File: src/rtl/fifo_reader_pkg.sv
// Shared types and default constants for the FIFO reader block.
package fifo_reader_pkg;

  localparam int FR_WIDTH_DEFAULT     = 16;
  localparam int FR_MAX_NDATA_DEFAULT = 1126;
  localparam int FR_SKID_DEPTH        = 2;

  // Transfer sequencing states
  typedef enum logic [1:0] {
    ST_IDLE  = 2'd0,
    ST_RUN   = 2'd1,
    ST_FLUSH = 2'd2,
    ST_DONE  = 2'd3
  } fr_state_e;

endpackage

File: src/rtl/fifo_reader_skid.sv
// Two-entry skid buffer with valid/ready on both sides. Storage is a tiny
// circular buffer; o_count exposes occupancy so the producer can run on
// credit instead of waiting on o_ready.
module fifo_reader_skid
  import fifo_reader_pkg::*;
#(
  parameter int WIDTH = FR_WIDTH_DEFAULT
) (
  input  logic             clk,
  input  logic             rst,
  input  logic             i_valid,
  output logic             o_ready,
  input  logic [WIDTH-1:0] i_data,
  output logic             o_valid,
  input  logic             i_ready,
  output logic [WIDTH-1:0] o_data,
  output logic [1:0]       o_count
);

  logic [WIDTH-1:0] r_mem [FR_SKID_DEPTH];
  logic             r_wptr;
  logic             r_rptr;
  logic [1:0]       r_count;
  logic             w_push;
  logic             w_pop;

  // A full buffer can still accept a word when its head leaves this cycle.
  assign o_valid = (r_count != 2'd0);
  assign o_ready = (r_count != 2'(FR_SKID_DEPTH)) || i_ready;
  assign w_push  = i_valid && o_ready;
  assign w_pop   = o_valid && i_ready;
  assign o_data  = r_mem[r_rptr];
  assign o_count = r_count;

  // Entry storage; cleared on reset so the output bus reads zero.
  always_ff @(posedge clk or negedge rst) begin
    if (!rst) begin
      for (int i = 0; i < FR_SKID_DEPTH; i++) begin
        r_mem[i] <= '0;
      end
    end else if (w_push) begin
      r_mem[r_wptr] <= i_data;
    end
  end

  // Read/write pointers and occupancy count.
  always_ff @(posedge clk or negedge rst) begin
    if (!rst) begin
      r_wptr  <= 1'b0;
      r_rptr  <= 1'b0;
      r_count <= 2'd0;
    end else begin
      r_wptr <= r_wptr ^ w_push;
      r_rptr <= r_rptr ^ w_pop;
      case ({w_push, w_pop})
        2'b10:   r_count <= r_count + 2'd1;
        2'b01:   r_count <= r_count - 2'd1;
        default: r_count <= r_count;
      endcase
    end
  end

endmodule

File: src/rtl/fifo_reader.sv
// Reads n_data words from a 1-cycle-latency FIFO and streams them out over
// valid/ready with m_last on the final word. Reads are issued on credit so
// at most two words are ever buffered or in flight.
// Optional feature: define FIFO_READER_CLEAR_EN to pulse fifo_clear in the
// DONE cycle; otherwise fifo_clear is tied low.
module fifo_reader
  import fifo_reader_pkg::*;
#(
  parameter int WIDTH            = FR_WIDTH_DEFAULT,
  parameter int MAX_nDATA        = FR_MAX_NDATA_DEFAULT,
  parameter int WIDTH_CONFIGBITS = $clog2(MAX_nDATA)
) (
  input  logic                        clk,
  input  logic                        rst,
  input  logic                        start,
  input  logic [WIDTH_CONFIGBITS-1:0] n_data,
  input  logic                        fifo_empty,
  input  logic [WIDTH-1:0]            fifo_data,
  output logic                        fifo_re,
  output logic                        fifo_clear,
  output logic                        m_valid,
  input  logic                        m_ready,
  output logic [WIDTH-1:0]            m_data,
  output logic                        m_last,
  output logic                        busy,
  output logic                        done
);

  localparam int WC = WIDTH_CONFIGBITS;

  fr_state_e       r_state;
  fr_state_e       w_state_next;
  logic [WC-1:0]   r_remaining;
  logic [WC-1:0]   w_remaining_next;
  logic            r_inflight;
  logic            r_inflight_last;
  logic            w_fifo_re;
  logic            w_pop;
  logic            w_skid_ready;
  logic [1:0]      w_skid_count;
  logic [2:0]      w_occ;
  logic [WIDTH:0]  w_skid_out;

  // Occupancy after this cycle's output beat leaves: counting the departing
  // beat as gone is what allows one read per cycle in steady state.
  assign w_pop = m_valid && m_ready;
  assign w_occ = {1'b0, w_skid_count} + {2'b00, r_inflight} - {2'b00, w_pop};

  // Next-state, read enable and remaining-count update.
  always_comb begin
    w_state_next     = r_state;
    w_remaining_next = r_remaining;
    w_fifo_re        = 1'b0;
    case (r_state)
      ST_IDLE: begin
        if (start) begin
          w_remaining_next = n_data;
          w_state_next     = (n_data == '0) ? ST_DONE : ST_RUN;
        end
      end
      ST_RUN: begin
        // w_skid_ready is implied by the credit check; kept as a safety net.
        w_fifo_re = !fifo_empty && (r_remaining != '0) && (w_occ < 3'd2) && w_skid_ready;
        if (w_fifo_re) begin
          w_remaining_next = r_remaining - WC'(1);
          if (r_remaining == WC'(1)) begin
            w_state_next = ST_FLUSH;
          end
        end
      end
      ST_FLUSH: begin
        if (w_occ == 3'd0) begin
          w_state_next = ST_DONE;
        end
      end
      ST_DONE: begin
        w_state_next = ST_IDLE;
      end
      default: begin
        w_state_next = ST_IDLE;
      end
    endcase
  end

  // State, counter and in-flight tracking registers.
  always_ff @(posedge clk or negedge rst) begin
    if (!rst) begin
      r_state         <= ST_IDLE;
      r_remaining     <= '0;
      r_inflight      <= 1'b0;
      r_inflight_last <= 1'b0;
    end else begin
      r_state         <= w_state_next;
      r_remaining     <= w_remaining_next;
      r_inflight      <= w_fifo_re;
      r_inflight_last <= w_fifo_re && (r_remaining == WC'(1));
    end
  end

  // The last-word tag travels alongside the data through the buffer.
  fifo_reader_skid #(
    .WIDTH (WIDTH + 1)
  ) u_skid (
    .clk     (clk),
    .rst     (rst),
    .i_valid (r_inflight),
    .o_ready (w_skid_ready),
    .i_data  ({r_inflight_last, fifo_data}),
    .o_valid (m_valid),
    .i_ready (m_ready),
    .o_data  (w_skid_out),
    .o_count (w_skid_count)
  );

  assign fifo_re = w_fifo_re;
  assign m_data  = w_skid_out[WIDTH-1:0];
  assign m_last  = w_skid_out[WIDTH] && m_valid;
  assign busy    = (r_state != ST_IDLE);
  assign done    = (r_state == ST_DONE);

`ifdef FIFO_READER_CLEAR_EN
  assign fifo_clear = (r_state == ST_DONE);
`else
  assign fifo_clear = 1'b0;
`endif

endmodule

File: config.mk
export PLATFORM = sky130hd
export DESIGN_NAME = fifo_reader
export DESIGN_NICKNAME = d
export VERILOG_FILES = /design/src/rtl/fifo_reader_pkg.sv /design/src/rtl/fifo_reader_skid.sv /design/src/rtl/fifo_reader.sv
export SDC_FILE = /design/constraint.sdc
export NUM_CORES = 1
export LEC_CHECK = 0
export ABC_CLOCK_PERIOD_IN_PS = 3500
export CAP_MARGIN = 40
export CORE_UTILIZATION = 40
export DETAILED_ROUTE_END_ITERATION = 8
export SLEW_MARGIN = 20
export SYNTH_ARGS = -nofsm -noshare
export SYNTH_HDL_FRONTEND = slang
export SYNTH_SLANG_ARGS = --single-unit
File: constraint.sdc
create_clock -name clk -period 3.5 [get_ports clk]
set_input_delay 0.7 -clock clk [delete_from_list [all_inputs] [get_ports clk]]
set_output_delay 0.7 -clock clk [all_outputs]
set_load 0.02 [all_outputs]
==> flow_summary.json <==
{
  "status": "finished, final reports clean",
  "hp-class": "input pin to async pin",
  "rsz0062_at_grt": "false",
  "num_antenna_cells": 0,
  "regToRegStartpoint": "u_skid.o_count[0]",
  "async_flop_share": 1.00,
  "routed_via_density": 5.07,
  "syn_avg_cell_area_um2": 11.5,
  "wl_per_cell_um": 13.9,
  "initialDrtViolationCount": 76,
  "core_area_um2": 6790,
  "initial_core_util": 0.416,
  "layout_min_cycle_time_ns": 3.30,
  "cts.clk_slew.worst_paths_ns": 0.09,
  "power.leakage_nw": 1.60,
  "dieHeight_um": 86.0,
  "cts_sinks": 53,
  "hpwl_mm": 4.23,
  "swShare": 0.373,
  "critPathLaunch": "m_ready",
  "required_ns": 3.75,
  "comb_power_share": 0.553,
  "die_width_um": 86.0,
  "synth_area_leader_cell": "dfrtp_1",
  "clock_path_buffers": 2,
  "drc_errors": 0,
  "fin_ws_ns": 0.200,
  "cts_root_buffer": "clkbuf_8",
  "port_buffers": 52,
  "crit_fanout": 5,
  "drv_cap": 0,
  "postRouteAntennaNets": 0,
  "ys_seq_area_frac": 0.470,
  "vdd_drop_max_uv": 407,
  "fin_setup_tns_ns": 0,
  "grt_pass1_wl_mm": 10.0,
  "grt_use_total": 0.172,
  "dr.pass1.iters": 4,
  "r2r_cells": 20,
  "placed_area_um2": 3540,
  "start_kind": "input pin",
  "setup_viol": 0,
  "skew_ns": 0.00437,
  "netlist_area_um2": 2820,
  "ios": 54,
  "finalCritPeriodShare": 0.943,
  "rows": 30,
  "vias": 2136,
  "drv_slew": 0,
  "p_switching_mw": 1.19,
  "synth_top_area_share": 0.470,
  "critPathKind": "input pin to flip-flop",
  "maxSlewHeadroom": 0.544,
  "area_growth_pct": 32.7,
  "finalNetCount": 368,
  "synth_area_leaders": "dfrtp_1, mux2_2, ha_1",
  "synth_cell_types": 46,
  "rr_endpoint": "r_inflight",
  "finish.instance_area_um2": 3750,
  "p_clk_frac": 0.107,
  "r2r_slack_ns": 0.24,
  "power.density_nw_per_um2": 852,
  "clk_latency_ns": 0.30,
  "postCtsHoldBufs": 0,
  "worstPathArrival_ns": 3.55,
  "dieArea_um2": 7400,
  "overflow": 0,
  "pwr-share-seq": 0.340,
  "most-common-layout-cells": "dfrtp_1, mux2_2, clkdlybuf4s50_1",
  "place_congestion": 0.832,
  "cts_tree": "yes",
  "internal_power_mw": 2.00,
  "grt_max_degree": 33,
  "htreeDepth": 2,
  "totalWireLength_mm": 5.87,
  "hold_viol": 0,
  "grt_pass1_vias": 2157,
  "drive_above_1_share": 0.323,
  "syn_nets": 289,
  "end_kind": "flip-flop",
  "cts_buffers": 5,
  "final_common_cell": "dfrtp_1",
  "synth_warnings": 0,
  "antenna_found_initial": 0,
  "ys_ff_latch": 53,
  "max_freq_mhz": 303,
  "synth_ff_type": "dfrtp_1",
  "synth_edf_count": 0,
  "netlist_instances": 245,
  "dp_slack_ns": -0.928,
  "worst_pin_slew_ns": 0.684
}
[routing by layer]
layer | GRT usage | vias up | wire length, um
li1 | - | 1034 | -
met1 | 0.225 | 1035 | 2700
met2 | 0.287 | 59 | 2850
met3 | 0.0337 | 8 | 236
met4 | 0.0530 | 0 | 76
met5 | 0 | - | 0
[state kept, by name, summed over array words and instances (netlist names)]
name	flops
u_skid.r_wptr	1
r_remaining	11
r_inflight	1
u_skid.r_mem	34
u_skid.r_rptr	1
r_inflight_last	1
u_skid.o_count	2
r_state	2
[metrics by stage]
step | util | hold WS [ns] | cells | power [mW]
after floorplan | - | 0.404 | 245 | 2.17
after global placement | 0.521 | 0.482 | 400 | 2.77
after detailed placement | 0.521 | 0.490 | 400 | 2.80
after CTS | 0.549 | 0.447 | 420 | 3.23
after global routing | 0.552 | 0.480 | 421 | 3.44
final | 0.552 | 0.435 | 421 | 3.20
[power by group through the flow]
stage                     clock network, mW  logic (mW)  registers (mW)
after floorplan                           0        1.14            1.02
after global routing                  0.387        1.92            1.13
after CTS                             0.358        1.78            1.09
after detailed placement                  0        1.70            1.10
final                                 0.341        1.77            1.09
after global placement                    0        1.68            1.09
[kinds of logic (layout without fill, tap and decap cells)]
group                    count (synthesis)  in the layout  synth area share
multiplexers                            53             53             0.210
buffers and inverters                   24            104            0.0359
flip-flops                              53             53             0.470
adder cells (fa/ha/maj)                 12             12            0.0558
XOR/XNOR                                 3              3           0.00931
AO/OA/AOI/OAI                           35             35            0.0930
AND/OR/NAND/NOR                         64             64             0.125
other                                    1              1           0.00133
[cell type report]
class,count,area [um^2]
clock buffer,5,68.8
clock inverter,3,21.3
fill,606,3050
inverter,14,52.6
multi-input combinational,168,1420
sequential,53,1330
tap,96,120
timing repair buffer,82,737
[synthesized netlist by cell type (all sizes together) (3+ instances only)]
cell type / n
nor4: 5
nor2b: 4
nor2: 18
buf: 4
o22ai: 3
a221o: 3
a21oi: 7
o21ai: 5
clkbuf: 6
inv: 14
and3: 3
ha: 11
nand3: 5
nand2: 10
dfrtp: 53
nand2b: 3
nor3: 6
mux2i: 3
mux2: 50
a31oi: 6
[what timing repair did]
item,in CTS,in global routing
setup buffers,12,1
endpoints found under the setup margin,1,2
pin swaps,1,1
resized for setup,12,5
[how the worst max path moves through the flow]
stage,to,slack [ns],depth (start not counted)
2_1_floorplan,fifo_re,0.01,8
5_1_grt,r_inflight,0.10,21
3_5_place_dp,fifo_re,-0.93,10
4_1_cts,fifo_re,0.02,10
3_3_place_gp,fifo_re,-0.81,10
6_report,r_inflight,0.20,21
[critical path, stage by stage]
cell and delay, ns:
clkbuf_2 0.12, nand3_2 0.10, o21ai_2 0.06, ha_2 0.18, fa_1 0.36, and2b_1 0.24
a21oi_2 0.07, or4b_4 0.51, nor2_4 0.11, buf_4 0.11, buf_4 0.09, buf_4 0.09
buf_4 0.09, buf_4 0.09, buf_4 0.09, buf_4 0.09, buf_4 0.09, buf_4 0.09
buf_4 0.09, buf_4 0.09, buf_4 0.09
No activity file was read; power rests on OpenSTA's default activity.
